[config.mk]
export PLATFORM = sky130hd
export DESIGN_NAME = fifo_bank_seq_flat
export DESIGN_NICKNAME = d
export VERILOG_FILES = /design/src/rtl/fifo_seq_pkg.sv /design/src/rtl/fifo_bank_seq_if.sv /design/src/rtl/fifo_bank_seq.sv /design/src/flat_wrapper.sv
export SDC_FILE = /design/constraint.sdc
export NUM_CORES = 1
export LEC_CHECK = 0
export CORE_ASPECT_RATIO = 0.9
export CORE_MARGIN = 4
export CORE_UTILIZATION = 39
export DETAILED_ROUTE_END_ITERATION = 8
export PLACE_DENSITY_LB_ADDON = 0.25
export SLEW_MARGIN = 20
export SYNTH_ARGS = -nofsm -noshare
export SYNTH_HDL_FRONTEND = slang
export SYNTH_SLANG_ARGS = --single-unit
export TNS_END_PERCENT = 1
[constraint.sdc]
create_clock -name clk -period 3.6 [get_ports clk]
set_input_delay 1.08 -clock clk [delete_from_list [all_inputs] [get_ports clk]]
set_output_delay 1.08 -clock clk [all_outputs]
set_load 0.03 [all_outputs]
[src/rtl/fifo_seq_pkg.sv]
// Shared types and default constants for the FIFO bank sequencer.
package fifo_seq_pkg;

    // Default bank geometry
    localparam int unsigned DefNumFifo = 8;
    localparam int unsigned DefDepth   = 8;
    localparam int unsigned DefDw      = 8;

    // Sequencer phases: load the bank lane by lane, read it in lockstep, then signal completion
    typedef enum logic [1:0] {
        IDLE,
        FILL,
        DRAIN,
        DONE
    } seq_state_t;

    // Counter width that stays legal when the count range is a single value
    function automatic int unsigned cnt_width(input int unsigned n);
        return (n > 1) ? $clog2(n) : 1;
    endfunction

endpackage

[src/rtl/fifo_bank_seq_if.sv]
// Input byte stream and FIFO bank control/status bundle around the sequencer.
// master: the sequencer. slave: the host load path plus the FIFO bank.
interface fifo_bank_seq_if
    import fifo_seq_pkg::*;
#(
    parameter int unsigned NUM_FIFO = DefNumFifo,
    parameter int unsigned DW       = DefDw
);

    // Host byte stream
    logic                in_valid;
    logic [DW-1:0]       in_data;
    logic                in_ready;

    // FIFO bank side
    logic [NUM_FIFO-1:0] fifo_wren;
    logic [DW-1:0]       fifo_wdata;
    logic [NUM_FIFO-1:0] fifo_full;
    logic [NUM_FIFO-1:0] fifo_rden;
    logic [NUM_FIFO-1:0] fifo_empty;
    logic                drain_valid;

    modport master (
        input  in_valid,
        input  in_data,
        input  fifo_full,
        input  fifo_empty,
        output in_ready,
        output fifo_wren,
        output fifo_wdata,
        output fifo_rden,
        output drain_valid
    );

    modport slave (
        output in_valid,
        output in_data,
        output fifo_full,
        output fifo_empty,
        input  in_ready,
        input  fifo_wren,
        input  fifo_wdata,
        input  fifo_rden,
        input  drain_valid
    );

endinterface

[src/rtl/fifo_bank_seq.sv]
// Sequencer for a bank of byte FIFOs: fills lane 0..NUM_FIFO-1 from one stream,
// DEPTH bytes each, then reads every lane in lockstep for DEPTH reads.
module fifo_bank_seq
    import fifo_seq_pkg::*;
#(
    parameter int unsigned NUM_FIFO = DefNumFifo,
    parameter int unsigned DEPTH    = DefDepth,
    parameter int unsigned DW       = DefDw
) (
    input  logic            clk,
    input  logic            rst,
    input  logic            start,
    fifo_bank_seq_if.master bus,
    output logic            busy,
    output logic            done
);

    localparam int unsigned SW = cnt_width(NUM_FIFO);
    localparam int unsigned CW = cnt_width(DEPTH);
    localparam logic [SW-1:0] SelLast = SW'(NUM_FIFO - 1);
    localparam logic [CW-1:0] CntLast = CW'(DEPTH - 1);

    seq_state_t          state_q;
    logic [SW-1:0]       sel_q;
    logic [CW-1:0]       cnt_q;
    logic                drain_valid_q;

    logic                in_ready;
    logic                wr_hs;
    logic                rd_go;
    logic [NUM_FIFO-1:0] wren;
    logic [DW-1:0]       wdata;

    // Handshake and enable decode from current state, lane select and bank flags
    always_comb begin
        in_ready = (state_q == FILL) && !bus.fifo_full[sel_q];
        wr_hs    = in_ready && bus.in_valid;
        // All lanes must hold a byte so every lane advances together
        rd_go    = (state_q == DRAIN) && !(|bus.fifo_empty);
        wren     = '0;
        for (int i = 0; i < int'(NUM_FIFO); i++) begin
            wren[i] = wr_hs && (sel_q == SW'(i));
        end
        wdata    = bus.in_data;
    end

    assign bus.in_ready    = in_ready;
    assign bus.fifo_wren   = wren;
    assign bus.fifo_wdata  = wdata;
    assign bus.fifo_rden   = rd_go ? '1 : '0;
    assign bus.drain_valid = drain_valid_q;
    assign busy            = (state_q != IDLE);
    assign done            = (state_q == DONE);

    // Phase sequencing with lane select and per-lane byte / read counter
    always_ff @(posedge clk) begin
        if (rst) begin
            state_q <= IDLE;
            sel_q   <= '0;
            cnt_q   <= '0;
        end else begin
            unique case (state_q)
                IDLE: begin
                    if (start) begin
                        state_q <= FILL;
                        sel_q   <= '0;
                        cnt_q   <= '0;
                    end
                end
                FILL: begin
                    if (wr_hs) begin
                        if (cnt_q == CntLast) begin
                            cnt_q <= '0;
                            if (sel_q == SelLast) begin
                                // Lane select parks at 0 rather than wrapping past the bank
                                sel_q   <= '0;
                                state_q <= DRAIN;
                            end else begin
                                sel_q <= sel_q + 1'b1;
                            end
                        end else begin
                            cnt_q <= cnt_q + 1'b1;
                        end
                    end
                end
                DRAIN: begin
                    if (rd_go) begin
                        if (cnt_q == CntLast) begin
                            cnt_q   <= '0;
                            state_q <= DONE;
                        end else begin
                            cnt_q <= cnt_q + 1'b1;
                        end
                    end
                end
                DONE: begin
                    state_q <= IDLE;
                end
                default: begin
                    state_q <= IDLE;
                end
            endcase
        end
    end

    // FIFO read data appears one cycle after rden, so valid trails the read by one cycle
    always_ff @(posedge clk) begin
        if (rst) begin
            drain_valid_q <= 1'b0;
        end else begin
            drain_valid_q <= rd_go;
        end
    end

endmodule

[src/flat_wrapper.sv]
// flat-port wrapper written by rule: the top's interface ports become plain ports
module fifo_bank_seq_flat import fifo_seq_pkg::*;
#(
    parameter int unsigned NUM_FIFO = DefNumFifo,
    parameter int unsigned DEPTH    = DefDepth,
    parameter int unsigned DW       = DefDw
)
  (clk, rst, start, busy, done, bus_in_valid, bus_in_data, bus_fifo_full, bus_fifo_empty, bus_in_ready, bus_fifo_wren, bus_fifo_wdata, bus_fifo_rden, bus_drain_valid);
  fifo_bank_seq_if #(.NUM_FIFO(NUM_FIFO), .DW(DW)) bus_i ();
  input  logic clk;
  input  logic rst;
  input  logic start;
  output logic busy;
  output logic done;
  input wire logic [$bits(bus_i.in_valid)-1:0] bus_in_valid;
  input wire logic [$bits(bus_i.in_data)-1:0] bus_in_data;
  input wire logic [$bits(bus_i.fifo_full)-1:0] bus_fifo_full;
  input wire logic [$bits(bus_i.fifo_empty)-1:0] bus_fifo_empty;
  output wire logic [$bits(bus_i.in_ready)-1:0] bus_in_ready;
  output wire logic [$bits(bus_i.fifo_wren)-1:0] bus_fifo_wren;
  output wire logic [$bits(bus_i.fifo_wdata)-1:0] bus_fifo_wdata;
  output wire logic [$bits(bus_i.fifo_rden)-1:0] bus_fifo_rden;
  output wire logic [$bits(bus_i.drain_valid)-1:0] bus_drain_valid;
  assign bus_i.in_valid = bus_in_valid;
  assign bus_i.in_data = bus_in_data;
  assign bus_i.fifo_full = bus_fifo_full;
  assign bus_i.fifo_empty = bus_fifo_empty;
  assign bus_in_ready = bus_i.in_ready;
  assign bus_fifo_wren = bus_i.fifo_wren;
  assign bus_fifo_wdata = bus_i.fifo_wdata;
  assign bus_fifo_rden = bus_i.fifo_rden;
  assign bus_drain_valid = bus_i.drain_valid;
  fifo_bank_seq #(.NUM_FIFO(NUM_FIFO), .DEPTH(DEPTH), .DW(DW)) u_core (.clk(clk), .rst(rst), .start(start), .bus(bus_i), .busy(busy), .done(done));
endmodule
Word-level counts from Yosys, hierarchy flattened
Cells that the tools add are included. W data, S select, Z words.

Output and inout bits: 28. Flip-flop bits (word level): 9. Input bits: 28. Logic and storage cells: 65.

Order comparisons: 1. Multiplexer cells: 19. Equality and inequality tests: 17. Reductions and logical operators: 22. $add $sub $neg: 2.

Operator list (count): $mux W3 (7); $eq A3 B3 Y1 const B (5); $mux W2 (6); $logic_and A1 B1 Y1 (11); $pmux W3 S3 (1); $mux W8 (1); $ne A2 B2 Y1 const B (4); $pmux W2 S4 (1); $reduce_and A4 Y1 (2); $reduce_or A8 Y1 (1); $add A3 B1 Y3 const B (2); $eq A3 B2 Y1 const B (2); $pmux W3 S2 (1); $reduce_and A6 Y1 (1); $eq A2 B2 Y1 const B (2); $lt A3 B4 Y1 const B (1); $ne A2 B1 Y1 const B (2); $reduce_bool A2 Y1 (2); $bmux W1 S3 (1); $eq A3 B1 Y1 const B (1); $logic_not A3 Y1 (1); $reduce_bool A3 Y1 (1); $eq A2 B1 Y1 const B (1); $logic_not A1 Y1 (2); other kinds (2) (2).

Longest topological paths before layout
Depth in word-level cells: 7. Depth in mapped cells: 6. Mapped depth without buffers: 6.

Worst setup path before layout
No wires, ideal clock.

Path kind: input port to output port. From: input port bus_fifo_full[1]. To: output port bus_fifo_wren[0]. Required time: 2.520 ns. Stages on the path: 4. Setup slack: 0.383 ns. Data arrival time: 2.137 ns. Path buffers: 0. Cells stage by stage: mux2i_1 mux4_2 and3_1 and3_1.

Longest elaborated chain between the ends: 6.

Ends and longest elaborated chain: start: declaration (line flat_wrapper.sv:17) `input wire logic [$bits(bus_i.fifo_full)-1:0] bus_fifo_full;`; $bmux W1 S3 (line fifo_bank_seq.sv:36) `in_ready = (state_q == FILL) && !bus.fifo_full[sel_q];`; $mux W1 (not written as such) (line fifo_bank_seq.sv:36); $logic_not A1 Y1 (line fifo_bank_seq.sv:36); $logic_and A1 B1 Y1 (line fifo_bank_seq.sv:36); $logic_and A1 B1 Y1 (line fifo_bank_seq.sv:37) `wr_hs = in_ready && bus.in_valid;`; $logic_and A1 B1 Y1 (line fifo_bank_seq.sv:42) `wren[i] = wr_hs && (sel_q == SW'(i));`; end: declaration (line flat_wrapper.sv:20) `output wire logic [$bits(bus_i.fifo_wren)-1:0] bus_fifo_wren;`.

No other way between the ends. The select of a mux whose other input is x is not followed.

Worst setup path in the final report
From: input port bus_fifo_full[1]. To: output port bus_fifo_wren[1].

The elaborated chain is that of the path after synthesis.

==> flow_metrics.py <==
metrics = {
    "detailed_routing": {
        "drtIter0Drc": 4,
        "final_antenna_net_count": 0,
        "met1_length_um": 844,
        "routed_wl_um": 2070,
        "wl_met2_um": 1120,
        "drc_errors": 0,
        "wl_per_cell_um": 13.3,
        "top_layer_used": "met4",
        "wl_met3_um": 101,
        "drt_pass1_iterations": 4,
        "routed_via_density": 4.86,
        "vias": 753,
    },
    "critical_path": {
        "slowest_stage": "mux4_2",
        "cp-end-kind": "output pin",
        "crit_type": "input pin to output pin",
        "worstPathMaxFanout": 8,
        "worstPathCellList": "dlygate4sd2_1 > mux2i_1 > mux4_2 > and3_4 > and3_4 > buf_6",
        "cp.arrival_ns": 2.35,
        "cp-start-kind": "input pin",
        "crit_path_frequent_cell": "and3_4",
        "worstPathRequired_ns": 2.52,
        "max_stage_delay_ns": 0.49,
    },
    "timing": {
        "max_clock_freq_ghz": 0.292,
        "tightest_slew_ns": 0.399,
        "fin_crit_sh_pct": 95.3,
        "skew_ns": 0.00240,
        "final_hold_viol_count": 0,
        "slew_viol_final": 0,
        "finalSetupViolCount": 0,
        "slew_headroom_pct": 73.3,
        "rsz0062_at_grt": "no",
        "period_needed_ns": 3.43,
    },
    "synthesis": {
        "syn-cell-area_um2": 896,
        "ys_warn_count": 0,
        "yosysUniqueCellTypes": 30,
        "syn_inst": 101,
        "syn_area_per_cell_um2": 8.87,
        "syn-num-nets": 141,
        "ys_ff_latch": 9,
        "synth_seq_area_share_pct": 20.1,
    },
    "placed_design": {
        "dpl-instance-area_um2": 1180,
        "gp_congestion": 0.763,
        "dp_hpwl_um": 1680,
        "port_buffers": 39,
    },
    "global_routing": {
        "grt.total_usage_pct": 13.9,
        "grt_pass1_wl_um": 3350,
        "grt_max_degree": 13,
        "antenna_found_initial": 0,
        "grt_pass1_vias": 747,
        "overflow": 0,
    },
    "status": {
        "status": "finished, final reports clean",
    },
    "finish": {
        "nets": 169,
        "num_antenna_cells": 0,
        "drive_gt1_share_pct": 29.7,
        "final_cell_mix": "clkdlybuf4s50_1 (14), ha_1 (12), buf_4 (10)",
        "syn_to_final_growth_pct": 38.5,
        "layout_commonest_cell": "clkdlybuf4s50_1",
        "n_fill_cell": 213,
        "final_area_um2": 1240,
    },
    "cts": {
        "cts_tree": "yes",
        "cts-root-buf": "clkbuf_4",
        "post_cts_buffers": 0,
        "numCtsBuffers": 3,
        "htree_levels": 1,
        "clockBufferDepth": 2,
        "insertion_delay_ns": 0.25,
        "clkSinkCount": 9,
        "clk_pin_slew_worst_paths_ns": 0.06,
    },
    "floorplanning": {
        "die_y_um": 53.5,
        "initial_utilization_pct": 41.1,
        "core_region_area_um2": 2180,
        "die_area_um2": 3130,
        "fp.dieW_um": 58.5,
        "num_io_pins": 56,
        "row_count": 16,
    },
    "power_and_ir_drop": {
        "finalPower_w": 0.000427,
        "vdd_ir_drop_max_uv": 290,
        "power_leakage_nw": 0.557,
        "power.density_nw_per_um2": 344,
    },
    "flow_run": {
        "maxCapViolations": 0,
    },
    "hold_path": {
        "hp-class": "flip-flop to flip-flop",
    },
}
==> through the flow <==
step	TNS, ns	hold WS [ns]	util [%]	setup slack [ns]	std cells
after floorplan	0	0.456	-	0.383	101
after global placement	-4.97	0.467	54.1	-0.575	151
after detailed placement	-5.18	0.481	54.1	-0.611	151
after CTS	0	0.492	56.8	0.0783	155
after global routing	0	0.521	56.9	0.00532	155
final	0	0.489	56.9	0.171	155
==> critical path, delay by kind of cell <==
family / cells / cell delay, ns
mux: 2 / 0.55
simple gates: 2 / 0.40
buf+inv: 2 / 0.32
==> power breakdown <==
| part | leakage (nW) | internal, W | switching, W |
|---|---|---|---|
| clock network | 0.0177 | 0.0000409 | 0.0000352 |
| logic | 0.467 | 0.000114 | 0.000113 |
| registers | 0.0729 | 0.000112 | 0.0000123 |
| total | 0.557 | 0.000267 | 0.000160 |
==> kinds of logic (layout without fill, tap and decap cells) <==
group	count (synthesis)	after routing	share of synthesized area [%]
simple gates	38	38	25.7
buf+inv	24	51	17.6
fa+ha+maj	12	12	16.8
mux	12	12	15.6
flops	9	9	20.1
compound gates	6	6	4.19
==> synth_stat cells <==
library cell	number	area share [%]
or4_4	1	1.3
mux2_4	1	1.7
nand4_1	1	0.70
buf_6	1	1.3
or3_1	1	0.70
inv_1	6	2.5
mux4_2	1	2.5
a21boi_0	1	0.84
and2_1	3	2.1
and3_1	8	5.6
or3b_2	1	0.98
clkbuf_1	1	0.42
nand3b_1	2	1.7
mux2i_1	8	8.9
dfxtp_1	9	20
nand3_1	2	1.1
nor2b_1	3	2.1
nor2_1	3	1.3
nand2_1	3	1.3
or4_1	1	0.84
o21ai_0	1	0.56
ha_1	12	17
a21oi_1	2	1.1
mux2_2	2	2.5
nand2b_1	6	4.2
buf_4	16	13
o21bai_1	1	0.84
a21boi_1	1	0.84
nor3_1	1	0.56
nor4_1	2	1.4
==> worst paths after layout <==
path / startpoint / endpoint / slack [ns] / cells past startpoint
worst max register to register: u_core.sel_q[0] / u_core.cnt_q[0] / 1.38 / 6
worst max-delay path: bus_fifo_full[1] / bus_fifo_wren[1] / 0.17 / 6
worst min register to register: u_core.cnt_q[2] / u_core.cnt_q[2] / 0.49 / 2
worst min-delay path: u_core.cnt_q[2] / u_core.cnt_q[2] / 0.49 / 2
==> cell type report <==
type	instances	area, um2	area share [%]
multi-input cells	68	597	48.1
repair buffers	41	380	30.6
flip-flops and latches	9	180	14.5
well taps	27	33.8	2.72
clock buffers	3	22.5	1.81
inverters	6	22.5	1.81
clock inverters	1	5.00	0.403
==> sequential cells by signal, indices dropped and copies added (netlist names) <==
name,count
u_core.state_q,2
u_core.bus.drain_valid,1
u_core.cnt_q,3
u_core.sel_q,3
==> layer usage <==
layer	GRT usage [%]	up-vias
met2	26.0	18
li1	-	387
met4	3.47	0
met5	0	-
met3	2.68	2
met1	16.1	346
==> what timing repair did <==
| action | in CTS | in global routing |
|---|---|---|
| setup endpoints to repair | 9 | 8 |
| endpoints found under the hold margin | 0 | 0 |
| pin swaps | 6 | 0 |
| gates resized for setup | 78 | 1 |
| hold buffers | 0 | 0 |
Power figures use the tool's default switching activity.
